<file path="src/rtl/ir_seq_gen_pkg.sv">
// rtl/ir_seq_gen_pkg.sv - shared types and default timing for the IR sequence generator
package ir_seq_pkg;

  typedef enum logic [1:0] {
    IR_IDLE = 2'd0,
    IR_RUN  = 2'd1,
    IR_GAP  = 2'd2
  } ir_state_e;

  localparam int PULSE_W = 13;
  localparam int D1      = 3;
  localparam int D2      = 7;
  localparam int GAP_CYC = 2;

  localparam logic DIR_FWD = 1'b0;
  localparam logic DIR_REV = 1'b1;

endpackage

</file>
<file path="src/rtl/ir_seq_gen_if.sv">
// rtl/ir_seq_gen_if.sv - control and sensor-line bundle between a requester and the generator
interface ir_seq_gen_if;
  logic start;
  logic dir;
  logic abort;
  logic busy;
  logic done;
  logic IR1;
  logic IR2;
  logic IR3;

  modport master (output start, dir, abort, input busy, done, IR1, IR2, IR3);
  modport slave  (input start, dir, abort, output busy, done, IR1, IR2, IR3);
endinterface

</file>
<file path="src/rtl/ir_slot.sv">
// rtl/ir_slot.sv - window comparator: active while offset <= t < offset + width
module ir_slot #(
  parameter int TW = 5
) (
  input  logic [TW-1:0] t,
  input  logic [TW-1:0] offset,
  input  logic [TW-1:0] width,
  output logic          active
);

  // One extra bit keeps offset + width from wrapping.
  logic [TW:0] win_end;

  assign win_end = {1'b0, offset} + {1'b0, width};
  assign active  = ({1'b0, t} >= {1'b0, offset}) && ({1'b0, t} < win_end);

endmodule

</file>
<file path="src/rtl/ir_seq_gen.sv">
// rtl/ir_seq_gen.sv - drives three staggered active-low IR pulses, forward or reverse order
module ir_seq_gen #(
  parameter int PULSE_W = ir_seq_pkg::PULSE_W,
  parameter int D1      = ir_seq_pkg::D1,
  parameter int D2      = ir_seq_pkg::D2,
  parameter int GAP_CYC = ir_seq_pkg::GAP_CYC
) (
  input  logic         CLK,
  input  logic         RSTn,
  ir_seq_gen_if.slave  io
);

  import ir_seq_pkg::ir_state_e;
  import ir_seq_pkg::IR_IDLE;
  import ir_seq_pkg::IR_RUN;
  import ir_seq_pkg::IR_GAP;
  import ir_seq_pkg::DIR_FWD;
  import ir_seq_pkg::DIR_REV;

  localparam int            TW      = $clog2(D2 + PULSE_W + GAP_CYC + 1);
  localparam logic [TW-1:0] RUN_END = TW'(D2 + PULSE_W);
  localparam logic [TW-1:0] GAP_END = TW'(GAP_CYC - 1);

  ir_state_e     state_q;
  logic [TW-1:0] t_q;
  logic          dir_q;
  logic          busy_q;
  logic          done_q;
  logic          ir1_q, ir2_q, ir3_q;

  logic          gap_last;
  logic          accept;
  logic [TW-1:0] t_d;
  logic          dir_d;
  logic          a_act, b_act, c_act;
  logic          ir1_d, ir2_d, ir3_d;

  // Slots are evaluated at the timer value being loaded, so each IR flop
  // already holds the level for the cycle it is entering.
  always_comb begin
    gap_last = (state_q == IR_GAP) && (t_q == GAP_END);
    accept   = io.start && !io.abort && ((state_q == IR_IDLE) || gap_last);
    t_d      = (state_q == IR_RUN) ? t_q + TW'(1) : '0;
    dir_d    = accept ? io.dir : dir_q;
    ir1_d    = !((dir_d == DIR_REV) ? c_act : a_act);
    ir2_d    = !b_act;
    ir3_d    = !((dir_d == DIR_FWD) ? c_act : a_act);
  end

  ir_slot #(.TW(TW)) u_slot_a (
    .t      (t_d),
    .offset (TW'(0)),
    .width  (TW'(PULSE_W)),
    .active (a_act)
  );

  ir_slot #(.TW(TW)) u_slot_b (
    .t      (t_d),
    .offset (TW'(D1)),
    .width  (TW'(PULSE_W)),
    .active (b_act)
  );

  ir_slot #(.TW(TW)) u_slot_c (
    .t      (t_d),
    .offset (TW'(D2)),
    .width  (TW'(PULSE_W)),
    .active (c_act)
  );

  always_ff @(posedge CLK or negedge RSTn) begin
    if (!RSTn) begin
      state_q <= IR_IDLE;
      t_q     <= '0;
      dir_q   <= 1'b0;
      busy_q  <= 1'b0;
      done_q  <= 1'b0;
      ir1_q   <= 1'b1;
      ir2_q   <= 1'b1;
      ir3_q   <= 1'b1;
    end else begin
      done_q <= 1'b0;
      case (state_q)
        IR_IDLE: begin
          if (accept) begin
            state_q <= IR_RUN;
            t_q     <= '0;
            dir_q   <= io.dir;
            busy_q  <= 1'b1;
            ir1_q   <= ir1_d;
            ir2_q   <= ir2_d;
            ir3_q   <= ir3_d;
          end
        end
        IR_RUN: begin
          if (io.abort) begin
            state_q <= IR_IDLE;
            t_q     <= '0;
            busy_q  <= 1'b0;
            ir1_q   <= 1'b1;
            ir2_q   <= 1'b1;
            ir3_q   <= 1'b1;
          end else if (t_d == RUN_END) begin
            state_q <= IR_GAP;
            t_q     <= '0;
            ir1_q   <= 1'b1;
            ir2_q   <= 1'b1;
            ir3_q   <= 1'b1;
          end else begin
            t_q   <= t_d;
            ir1_q <= ir1_d;
            ir2_q <= ir2_d;
            ir3_q <= ir3_d;
          end
        end
        IR_GAP: begin
          if (io.abort) begin
            state_q <= IR_IDLE;
            t_q     <= '0;
            busy_q  <= 1'b0;
          end else if (gap_last) begin
            done_q <= 1'b1;
            t_q    <= '0;
            // Completion edge doubles as the idle sample point for back-to-back runs.
            if (accept) begin
              state_q <= IR_RUN;
              dir_q   <= io.dir;
              ir1_q   <= ir1_d;
              ir2_q   <= ir2_d;
              ir3_q   <= ir3_d;
            end else begin
              state_q <= IR_IDLE;
              busy_q  <= 1'b0;
            end
          end else begin
            t_q <= t_q + TW'(1);
          end
        end
        default: begin
          state_q <= IR_IDLE;
          t_q     <= '0;
          busy_q  <= 1'b0;
          ir1_q   <= 1'b1;
          ir2_q   <= 1'b1;
          ir3_q   <= 1'b1;
        end
      endcase
    end
  end

  assign io.busy = busy_q;
  assign io.done = done_q;
  assign io.IR1  = ir1_q;
  assign io.IR2  = ir2_q;
  assign io.IR3  = ir3_q;

endmodule

</file>
<file path="src/flat_wrapper.sv">
// flat-port wrapper written by rule: the top's interface ports become plain ports
module ir_seq_gen_flat import ir_seq_pkg::ir_state_e; import ir_seq_pkg::IR_IDLE; import ir_seq_pkg::IR_RUN; import ir_seq_pkg::IR_GAP; import ir_seq_pkg::DIR_FWD; import ir_seq_pkg::DIR_REV;
#(
  parameter int PULSE_W = ir_seq_pkg::PULSE_W,
  parameter int D1      = ir_seq_pkg::D1,
  parameter int D2      = ir_seq_pkg::D2,
  parameter int GAP_CYC = ir_seq_pkg::GAP_CYC
)
  (CLK, RSTn, io_start, io_dir, io_abort, io_busy, io_done, io_IR1, io_IR2, io_IR3);
  ir_seq_gen_if io_i ();
  input  logic CLK;
  input  logic RSTn;
  input wire logic [$bits(io_i.start)-1:0] io_start;
  input wire logic [$bits(io_i.dir)-1:0] io_dir;
  input wire logic [$bits(io_i.abort)-1:0] io_abort;
  output wire logic [$bits(io_i.busy)-1:0] io_busy;
  output wire logic [$bits(io_i.done)-1:0] io_done;
  output wire logic [$bits(io_i.IR1)-1:0] io_IR1;
  output wire logic [$bits(io_i.IR2)-1:0] io_IR2;
  output wire logic [$bits(io_i.IR3)-1:0] io_IR3;
  assign io_i.start = io_start;
  assign io_i.dir = io_dir;
  assign io_i.abort = io_abort;
  assign io_busy = io_i.busy;
  assign io_done = io_i.done;
  assign io_IR1 = io_i.IR1;
  assign io_IR2 = io_i.IR2;
  assign io_IR3 = io_i.IR3;
  ir_seq_gen #(.PULSE_W(PULSE_W), .D1(D1), .D2(D2), .GAP_CYC(GAP_CYC)) u_core (.CLK(CLK), .RSTn(RSTn), .io(io_i));
endmodule
</file>
<file path="config.mk">
export PLATFORM = sky130hd
export DESIGN_NAME = ir_seq_gen_flat
export DESIGN_NICKNAME = d
export VERILOG_FILES = /design/src/rtl/ir_seq_gen_pkg.sv /design/src/rtl/ir_seq_gen_if.sv /design/src/rtl/ir_slot.sv /design/src/rtl/ir_seq_gen.sv /design/src/flat_wrapper.sv
export SDC_FILE = /design/constraint.sdc
export NUM_CORES = 1
export LEC_CHECK = 0
export BUFFER_PORTS_ARGS = -buffer_cell sky130_fd_sc_hd__buf_2
export CELL_PAD_IN_SITES_DETAIL_PLACEMENT = 2
export CELL_PAD_IN_SITES_GLOBAL_PLACEMENT = 2
export CORE_MARGIN = 4
export CORE_UTILIZATION = 30
export CTS_BUF_LIST = sky130_fd_sc_hd__clkbuf_8
export CTS_CLUSTER_SIZE = 16
export DETAILED_ROUTE_END_ITERATION = 12
export GPL_TIMING_DRIVEN = 0
export PLACE_DENSITY_LB_ADDON = 0.15
export REMOVE_ABC_BUFFERS = 1
export SLEW_MARGIN = 20
export SYNTH_ARGS = -nofsm -noshare
export SYNTH_HDL_FRONTEND = slang
export SYNTH_SLANG_ARGS = --single-unit
</file>
<file path="constraint.sdc">
create_clock -name CLK -period 5.3 [get_ports CLK]
set_clock_uncertainty 0.2 [all_clocks]
set_input_delay 0.265 -clock CLK [delete_from_list [all_inputs] [get_ports CLK]]
set_output_delay 0.265 -clock CLK [all_outputs]
set_load 0.05 [all_outputs]
</file>
==> flow_summary.yaml, run 1 <==
status:
  outcome: "finished, final reports clean"
synthesis:
  synthSimpleGateAreaFrac_pct: 18.9
  ys.flop_type: "dfrtp_1"
  synthAdderAreaFrac_pct: 8.78
  synth_cell_type_count: 41
  synth_top_family_by_area: "compound AO/OA/AOI/OAI gates"
  synth_edf_count: 0
  synth-compound-area-share_pct: 26.1
  ys_ff_latch: 13
  synthCells: 108
  synth-xor-area-share_pct: 3.51
  async_flop_share_pct: 100
  yosys_warnings: 0
  yosysSeqAreaShare_pct: 33.0
  syn_area_per_cell_um2: 9.23
  syn-cell-area_um2: 997
  synth.mux.area_fraction_pct: 4.77
worst_setup_path:
  cp_slowest_stage_delay_ps: 570
  cp_max_fo: 8
  r2r_slack_ps: 2700
  cp.required_ps: 5230
  critPathBufInv: 0
  crit_family: "XOR/XNOR gates"
  arrival_ps: 2530
  slowest_stage: "xor2_1"
  crit_type: "register to register"
  setup.worst_path.end_class: "register"
  r2r-end: "u_core.state_q[0]"
  start_kind: "register"
  worstSetupStartpoint: "u_core.t_q[0]"
  crit_chain: "ha_1 > nand3_1 > xor2_1 > nor3_4 > o311ai_1 > mux2_1"
  timing.rr.start: "u_core.t_q[0]"
  r2r.worst_path.cells: 6
pwr:
  p_per_area_mw_per_mm2: 457
  leakagePower_nw: 0.467
  irDropWorstVdd_mv: 0.108
cts:
  cts_made_buffers: 3
  clkSinkCount: 13
  cts_root_buffer: "clkbuf_8"
  h-tree-depth: 1
  cts_buffer_depth: 2
  path_clk_slew_ps: 60
  cts_tree: "done"
  insertion_delay_ps: 250
die:
  core_mm2: 0.00313
  start_util_pct: 31.9
  die_w_um: 65.7
  rows: 20
  io_pins: 10
  die_h_um: 65.7
  die_area_mm2: 0.00431
routing:
  first_iter_violations: 30
  wl_met2_um: 1330
  vias: 884
  met3_length_um: 65
  drt_first_pass_iters: 3
  met1_length_um: 1240
  wl_per_cell_um: 16.4
  routed.top_layer: "met4"
  wl_um: 2680
  ant_nets: 0
  viasPerCell: 5.39
  drc: 0
sta:
  fin_setup_tns_ps: 0
  period_needed_ps: 2600
  worstMarginPinSlew_ps: 686
  setup_viol_count_final: 0
  min_period_over_period_pct: 49.0
  max_freq_mhz: 385
  relSlewSlack_pct: 54.1
  fin_ws_ps: 2700
  hold_viol: 0
  drv_slew: 0
  rsz0062_at_grt: "false"
cells_and_area:
  finalNonFillerCells: 164
  ff_latch_area_um2: 329
  antenna_cells: 0
  drive_gt1_share_pct: 20.8
  fin_nets: 133
  multi_input_area_um2: 619
  synthToLayoutAreaGrowth_pct: 14.1
  fill_cells: 365
grt:
  antenna_found_initial: 0
  grt_first_pass_wirelength_um: 4690
  overflow: 0
  grt_max_degree: 14
  grt_pass1_vias: 959
  grtUsageTotal_pct: 14.2
placed_design:
  post-dp-hpwl_um: 2100
  pre_cts_ws_ps: 2720
  place.gp.congestion: 0.729
  dp_cells: 159
  io_buffer_count: 9
worst_hold_path:
  min_from: "io_abort"
  hold_depth: 2
  worstHoldPathType: "primary input to register"
  hold_end: "u_core.io.done"
run:
  max-cap-violations: 0
==> per-layer routing <==
layer	track usage [%]	up-vias
li1	-	419
met1	17.7	449
met2	24.4	11
met3	1.71	5
met4	6.22	0
met5	0	-
==> placed cells by master (no fill, tap or decap), types with 2 or more instances in the layout <==
cell,instances
buf_2,9
nand3_1,6
ha_1,7
o31ai_1,2
nand2b_1,2
dfrtp_1,10
o311ai_1,2
nand2_1,10
a31oi_1,2
nor2_1,9
dfstp_2,3
a21o_1,2
a21oi_1,10
inv_1,9
clkbuf_8,3
xnor2_1,3
nor3_1,2
or2_2,2
o21ai_0,4
==> power breakdown <==
group | internal [mW] | leakage [nW] | switching [mW]
sequential | 0.132 | 0.166 | 0.0224
clock | 0.0514 | 0.0269 | 0.0418
combinational | 0.0935 | 0.274 | 0.179
==> worst register-to-register path, stage by stage (launching register included) <==
cell and delay [ps]:
dfrtp_1 470, ha_1 280, nand3_1 110, xor2_1 570, nor3_4 130, o311ai_1 360
mux2_1 360
==> cells in the mapped netlist, drive strengths merged (2+ instances only) <==
library cell   n  share of area [%]
a21oi         10                5.0
dfrtp         10                 25
nand2         10                3.8
inv            9                3.4
nor2           9                3.4
ha             7                8.8
nand3          6                3.0
o21ai          4                2.0
dfstp          3                7.9
mux2           3                3.8
nor3           3                2.6
o311ai         3                2.6
xnor2          3                2.6
a21o           2                1.5
a31oi          2                1.3
nand2b         2                1.3
o22ai          2                1.9
o31ai          2                1.5
or2            2                1.3
==> registers in the layout, summed over array words and instances, names as in the netlist <==
| register | count |
|---|---|
| u_core.io.IR3 | 1 |
| u_core.io.IR2 | 1 |
| u_core.io.busy | 1 |
| u_core.dir_q | 1 |
| u_core.io.done | 1 |
| u_core.t_q | 5 |
| u_core.io.IR1 | 1 |
| u_core.state_q | 2 |
==> logic make-up (layout without fill, tap and decap cells) <==
kind of cell,count (synthesis),count (layout)
compound gates,33,33
simple gates,36,36
flops,13,13
buf+inv,11,23
xor+xnor,4,4
mux,4,4
fa+ha+maj,7,7
==> how the worst max path moves through the flow <==
| stage | end | slack [ps] | depth (start not counted) |
|---|---|---|---|
| after global routing | u_core.state_q[0] | 2510 | 6 |
| after CTS | u_core.state_q[0] | 2680 | 7 |
| after floorplan | u_core.state_q[0] | 3040 | 7 |
| after global placement | u_core.state_q[0] | 2750 | 7 |
| after detailed placement | u_core.state_q[0] | 2720 | 6 |
| final | u_core.state_q[0] | 2700 | 6 |
==> stage by stage <==
step                      hold slack [ps]  total power [mW]  area (um^2)  util [%]
after floorplan                      -231             0.362          982         -
after global placement              -18.5             0.425         1080      34.6
after detailed placement            -17.3             0.429         1080      34.6
after CTS                             138             0.527         1140      36.4
after global routing                  171             0.561         1140      36.4
final                                 135             0.520         1140      36.4
==> cell type report <==
type | count | area share [%]
clock buffer | 3 | 3.63
clock inverter | 1 | 0.330
inverter | 9 | 2.97
multi-input combinational | 84 | 54.5
sequential | 13 | 28.9
tap | 44 | 4.84
timing repair buffer | 10 | 4.84
==> timing repair <==
item | 4_1_cts | 5_1_grt
resized for setup | 0 | 0
hold buffers | 1 | 0
endpoints found under the hold margin | 13 | 0
buffers inserted | 0 | 0
Power figures use the tool's default switching activity.
==> run 2: changes to the inputs <==
- ABC_AREA: default -> 1
- clock period: 5.3 -> 2.2 ns (I/O delays scaled with it)
==> run 2 against run 1 <==
  * Setup slack worse by 2500 ps
  * Combinational power grew to 2.9 times the previous value
  * Sequential share of layout area down 0.61 points
  * Non-clock buffer count grew 1
  * Register-to-register slack worse by 2500 ps
  * Synthesized cell count is 28% higher
  * Clock power grew 130%
  * Sequential power rose to 2.5 times the previous value
  * Hold slack lost 36 ps
==> flow_summary.yaml, run 2 <==
placed_design:
  post-dp-hpwl_um: 2290
  io_buffer_count: 9
  pre_cts_ws_ps: 128
  place.gp.congestion: 0.830
  dpl_cell_area_mm2: 0.00108
worst_setup_path:
  setup.worst_path.end_class: "register"
  crit_chain: "ha_2 > nand3_1 > nand2_1 > nand3_1 > inv_1 > nand2_2 > o21ai_4 > nand2_2 > nand2_1 > nand2_1"
  crit_top_cell: "nand2_1"
  cp.required_ps: 2140
  slowest_stage: "dfrtp_2"
  cp_max_fo: 7
  arrival_ps: 1980
  start_kind: "register"
  crit_type: "register to register"
  critPathBufInv: 1
  cp_slowest_stage_delay_ps: 430
  crit_family: "simple AND/OR/NAND/NOR gates"
cells_and_area:
  layout_common_cells: "29 x nand2_1, 23 x inv_1, 15 x nand3_1, 12 x nor2_1, 10 x nand2_2"
  regMostFlops: "u_core.t_q"
  largest_reg_flops: 5
  fill_cells: 404
  final_common_cell: "nand2_1"
  fin_nets: 166
  drive_gt1_share_pct: 24.8
  fin_area_mm2: 0.00117
  reg_top3: "u_core.t_q x5, u_core.state_q x2"
  final_util_pct: 37.6
  synthToLayoutAreaGrowth_pct: 18.7
  antenna_cells: 0
grt:
  grt_pass1_vias: 1062
  grt_first_pass_wirelength_um: 5150
  antenna_found_initial: 0
  grt_max_degree: 14
  overflow: 0
  grtUsageTotal_pct: 16.0
cts:
  path_clk_slew_ps: 60
  cts_made_buffers: 3
  cts_buffer_depth: 2
  cts_root_buffer: "clkbuf_8"
  clkSinkCount: 13
  h-tree-depth: 1
  insertion_delay_ps: 240
  cts_setup_buffers: 0
  cts_tree: "done"
pwr:
  p_per_area_mw_per_mm2: 1200
  switching_share_pct: 50.8
  power_frac_comb_pct: 56.5
  irDropWorstVdd_mv: 0.386
  switchingPower_mw: 0.711
  pwr-share-clk_pct: 15.7
  leakagePower_nw: 0.569
  intPower_mw: 0.687
  seqPwrFrac_pct: 27.9
synthesis:
  synth_top_family_by_area: "simple AND/OR/NAND/NOR gates"
  yosysSeqAreaShare_pct: 33.5
  ys_top_cells_by_area: "dfrtp_1 25%, nand2_1 11%, ha_1 8.9%"
  synth-compound-area-share_pct: 11.0
  ys.flop_type: "dfrtp_1"
  synthSimpleGateAreaFrac_pct: 37.5
  synth_top_cell_by_area: "dfrtp_1"
  synth_cell_type_count: 20
  yosys.area.top_type_share_pct: 25.5
  yosys_warnings: 0
  ys_ff_latch: 13
  synthAdderAreaFrac_pct: 8.92
  synthTopCellsByCount: "29 x nand2_1, 23 x inv_1, 16 x nand3_1"
  async_flop_share_pct: 100
  synth.mux.area_fraction_pct: 0
  synth-xor-area-share_pct: 0
  synthCells: 138
  syn_area_per_cell_um2: 7.12
  synth_edf_count: 0
  synth_most_common_cell: "nand2_1"
  syn-cell-area_um2: 982
routing:
  ant_nets: 0
  wl_per_cell_um: 15.1
  vias: 967
  first_iter_violations: 28
  viasPerCell: 4.91
  drc: 0
  drt_first_pass_iters: 4
  wl_um: 2970
die:
  die_area_mm2: 0.00425
  core_mm2: 0.00310
  die_h_um: 65.2
  die_w_um: 65.2
  io_pins: 10
  start_util_pct: 31.7
  rows: 20
sta:
  relSlewSlack_pct: 77.9
  drv_slew: 0
  worstMarginPinSlew_ps: 332
  fin_setup_tns_ps: 0
  fin_ws_ps: 161
  rsz0062_at_grt: "false"
  max_freq_mhz: 490
  hold_viol: 0
  setup_viol_count_final: 0
  min_period_over_period_pct: 92.7
  period_needed_ps: 2040
worst_hold_path:
  worstHoldPathType: "primary input to asynchronous set/reset pin"
run:
  max-cap-violations: 0
status:
  outcome: "finished, final reports clean"
[run 2: changes by cell type in the layout (fill, tap and decap cells not counted), sizes merged, moves of 3 or more]
cell / before / now
nor2: 9 / 16
a21oi: 10 / 5
mux2: 3 / 0
nand3: 6 / 16
o21ai: 4 / 7
inv: 10 / 25
nand2: 10 / 39
xnor2: 3 / 0
nand4: 0 / 4
o311ai: 3 / 0
[run 2: final cells by class]
type                    instances  area [um^2]  share of cell area (%)
clock buffers                   3         41.3                    3.54
clock inverters                 1         3.75                   0.322
inverters                      24         90.1                    7.73
multi-input cells             101          581                    49.8
flip-flops and latches         13          330                    28.3
well taps                      44         55.1                    4.72
repair buffers                 11         65.1                    5.58
[run 2: stage by stage]
stage / total power [mW] / std cells / hold WS, ps
after global placement: 1.13 / 191 / -170
after global routing: 1.54 / 197 / 135
after floorplan: 0.957 / 138 / -386
final: 1.40 / 197 / 99.0
after detailed placement: 1.17 / 191 / -163
after CTS: 1.40 / 197 / 109
[run 2: logic make-up after synthesis]
group,after synthesis
buf+inv,24
fa+ha+maj,7
simple gates,77
flops,13
compound gates,17
[run 2: per-layer routing]
layer  global-route usage (%)  routed length [um]  vias to the layer above
li1                         -                   -                      471
met1                     20.3                1360                      478
met2                     28.2                1490                       14
met3                     3.08                  90                        4
met4                     3.11                  29                        0
met5                        0                   0                        -
[run 2: worst register-to-register path, cell delays in order, from the launching register on]
cell and delay [ps]:
dfrtp_2 430, ha_2 240, nand3_1 100, nand2_1 120, nand3_1 130, inv_1 140
nand2_2 100, o21ai_4 270, nand2_2 90, nand2_1 60, nand2_1 40
[run 2: what timing repair did]
action,4_1_cts,5_1_grt
setup endpoints to repair,0,6
hold buffers,2,0
resized for setup,0,6
hold endpoints to repair,14,0
[run 2: power groups by stage]
stage	clock, mW	sequential (mW)	combinational (mW)
after CTS	0.233	0.389	0.782
after global routing	0.247	0.406	0.884
after detailed placement	0	0.393	0.772
after floorplan	0	0.505	0.452
after global placement	0	0.387	0.744
final	0.219	0.390	0.789
[run 2: path summary, 6_finish.rpt]
check                               startpoint           endpoint  slack, ps  depth (start not counted)
worst min-delay path                      RSTn      u_core.t_q[2]        100                          2
worst max register to register   u_core.t_q[0]  u_core.state_q[0]        160                         10
min in group CLK                        io_dir       u_core.dir_q        130                          5
max in group asynchronous                 RSTn      u_core.io.IR2       1410                          2
worst min register to register  u_core.io.busy     u_core.io.busy        290                          2
worst max-delay path             u_core.t_q[0]  u_core.state_q[0]        160                         10
==> run 3: changes to the inputs <==
- CAP_MARGIN: default -> 20
- clock period: 2.2 -> 2.63 ns (I/O delays scaled with it)
==> run 3 against run 2 <==
  * Utilization fell by 0.60 points
  * Wire length rose by 0.30%
  * Hold slack improved by 20 ps
  * Global-route usage did not move
  * Maximum frequency fell by 3.2%
  * Sequential power fell by 17%
  * Cell area fell by 1.6%
  * Die area did not move
  * Flip-flop and latch count did not move
  * Combinational power fell by 19%
  * Clock power fell by 16%
  * Non-clock buffer count did not move
==> flow_summary.yaml, run 3 (synthesis gave the netlist of run 2 again) <==
pwr:
  pwr-share-clk_pct: 16.0
  power_frac_comb_pct: 55.7
  intPower_mw: 0.561
  leakagePower_nw: 0.566
  p_per_area_mw_per_mm2: 1000
  switchingPower_mw: 0.588
  irDropWorstVdd_mv: 0.312
  switching_share_pct: 51.1
  seqPwrFrac_pct: 28.2
worst_setup_path:
  cp_slowest_stage_delay_ps: 470
  start_kind: "register"
  crit_type: "register to register"
  setup.worst_path.end_class: "register"
  arrival_ps: 2040
  r2r.worst_path.cells: 10
  r2r-end: "u_core.state_q[0]"
  timing.rr.start: "u_core.t_q[0]"
  crit_chain: "ha_1 > nand3_1 > nand2_1 > nand3_1 > inv_1 > nand2_2 > o21ai_4 > nand2_2 > nand2_1 > nand2_1"
  slowest_stage: "dfrtp_1"
  cp.required_ps: 2570
  r2r_slack_ps: 520
  crit_top_cell: "nand2_1"
  cp_max_fo: 7
sta:
  period_needed_ps: 2110
  rsz0062_at_grt: "false"
  relSlewSlack_pct: 77.9
  hold_viol: 0
  worstMarginPinSlew_ps: 331
  setup_viol_count_final: 0
  drv_slew: 0
  fin_setup_tns_ps: 0
  fin_ws_ps: 524
  max_freq_mhz: 475
  min_period_over_period_pct: 80.1
placed_design:
  post-dp-hpwl_um: 2290
  place.gp.congestion: 0.830
  pre_cts_ws_ps: 558
  io_buffer_count: 9
die:
  die_h_um: 65.2
  core_mm2: 0.00310
  io_pins: 10
  die_area_mm2: 0.00425
  rows: 20
  die_w_um: 65.2
  start_util_pct: 31.7
cells_and_area:
  multi_input_area_um2: 563
  regMostFlops: "u_core.t_q"
  antenna_cells: 0
  layout_common_cells: "29 x nand2_1, 24 x inv_1, 16 x nand3_1, 12 x nor2_1"
  drive_gt1_share_pct: 21.6
  fin_nets: 166
  fill_cells: 407
  synthToLayoutAreaGrowth_pct: 16.8
  ff_latch_area_um2: 329
  largest_reg_flops: 5
  reg_top3: "u_core.t_q x5, u_core.state_q x2"
  final_common_cell: "nand2_1"
cts:
  cts_buffer_depth: 2
  cts_made_buffers: 3
  path_clk_slew_ps: 60
  insertion_delay_ps: 240
  h-tree-depth: 1
  cts_setup_buffers: 0
  clkSinkCount: 13
  cts_tree: "done"
  cts_root_buffer: "clkbuf_8"
routing:
  drc: 0
  wl_per_cell_um: 15.1
  wl_um: 2980
  first_iter_violations: 28
  met1_length_um: 1380
  wl_met2_um: 1500
  routed.top_layer: "met4"
  drt_first_pass_iters: 4
  ant_nets: 0
  met3_length_um: 78
  vias: 964
  viasPerCell: 4.89
grt:
  overflow: 0
  antenna_found_initial: 0
  grt_pass1_vias: 1062
  grt_max_degree: 14
  grt_first_pass_wirelength_um: 5150
  grtUsageTotal_pct: 16.0
status:
  outcome: "finished, final reports clean"
run:
  max-cap-violations: 0
worst_hold_path:
  worstHoldPathType: "primary input to asynchronous set/reset pin"
[run 3: layer usage]
layer  global-route usage, %  up-vias
li1                        -      472
met5                       0        -
met3                    3.08        2
met4                    3.11        0
met2                    28.2       10
met1                    20.3      480
[run 3: worst max-delay path: cells and delay by family, from the launching register on]
family                   cells  cell delay (ps)
AO/OA/AOI/OAI                1              240
adder cells (fa/ha/maj)      1              270
buffers and inverters        1              140
flip-flops                   1              470
AND/OR/NAND/NOR              7              660
[run 3: layout make-up]
cell class              instances  share of cell area (%)
multi-input cells             101                    49.1
clock inverters                 1                   0.327
well taps                      44                    4.80
flip-flops and latches         13                    28.7
inverters                      24                    7.85
clock buffers                   3                    3.60
repair buffers                 11                    5.67
[run 3: what timing repair did]
| item | 4_1_cts | 5_1_grt |
|---|---|---|
| hold buffers | 2 | 0 |
| endpoints found under the hold margin | 14 | 0 |
| resized for setup | 0 | 0 |
[run 3: metrics by stage]
step | total power [mW] | util (%) | hold WS [ps] | instance area, um^2 | instances
after floorplan | 0.800 | - | -364 | 982 | 138
after global placement | 0.946 | 34.9 | -148 | 1080 | 191
after detailed placement | 0.975 | 34.9 | -142 | 1080 | 191
after CTS | 1.17 | 37.0 | 130 | 1150 | 197
after global routing | 1.26 | 37.0 | 157 | 1150 | 197
final | 1.15 | 37.0 | 119 | 1150 | 197
[run 3: worst max-delay path by stage]
| stage | startpoint | end | slack, ps | cells after the start |
|---|---|---|---|---|
| after floorplan | u_core.t_q[0] | u_core.state_q[0] | 860 | 11 |
| after global placement | u_core.t_q[0] | u_core.state_q[0] | 600 | 12 |
| after detailed placement | u_core.t_q[0] | u_core.state_q[0] | 560 | 12 |
| after CTS | u_core.t_q[0] | u_core.state_q[0] | 510 | 10 |
| after global routing | u_core.t_q[0] | u_core.state_q[0] | 350 | 10 |
| final | u_core.t_q[0] | u_core.state_q[0] | 520 | 10 |
[run 3: power by group through the flow]
stage | combinational, mW | sequential, mW | clock [mW]
floorplan | 0.378 | 0.422 | 0
global placement | 0.623 | 0.323 | 0
detailed placement | 0.646 | 0.329 | 0
CTS | 0.654 | 0.325 | 0.195
global route | 0.720 | 0.337 | 0.207
finish | 0.640 | 0.324 | 0.184
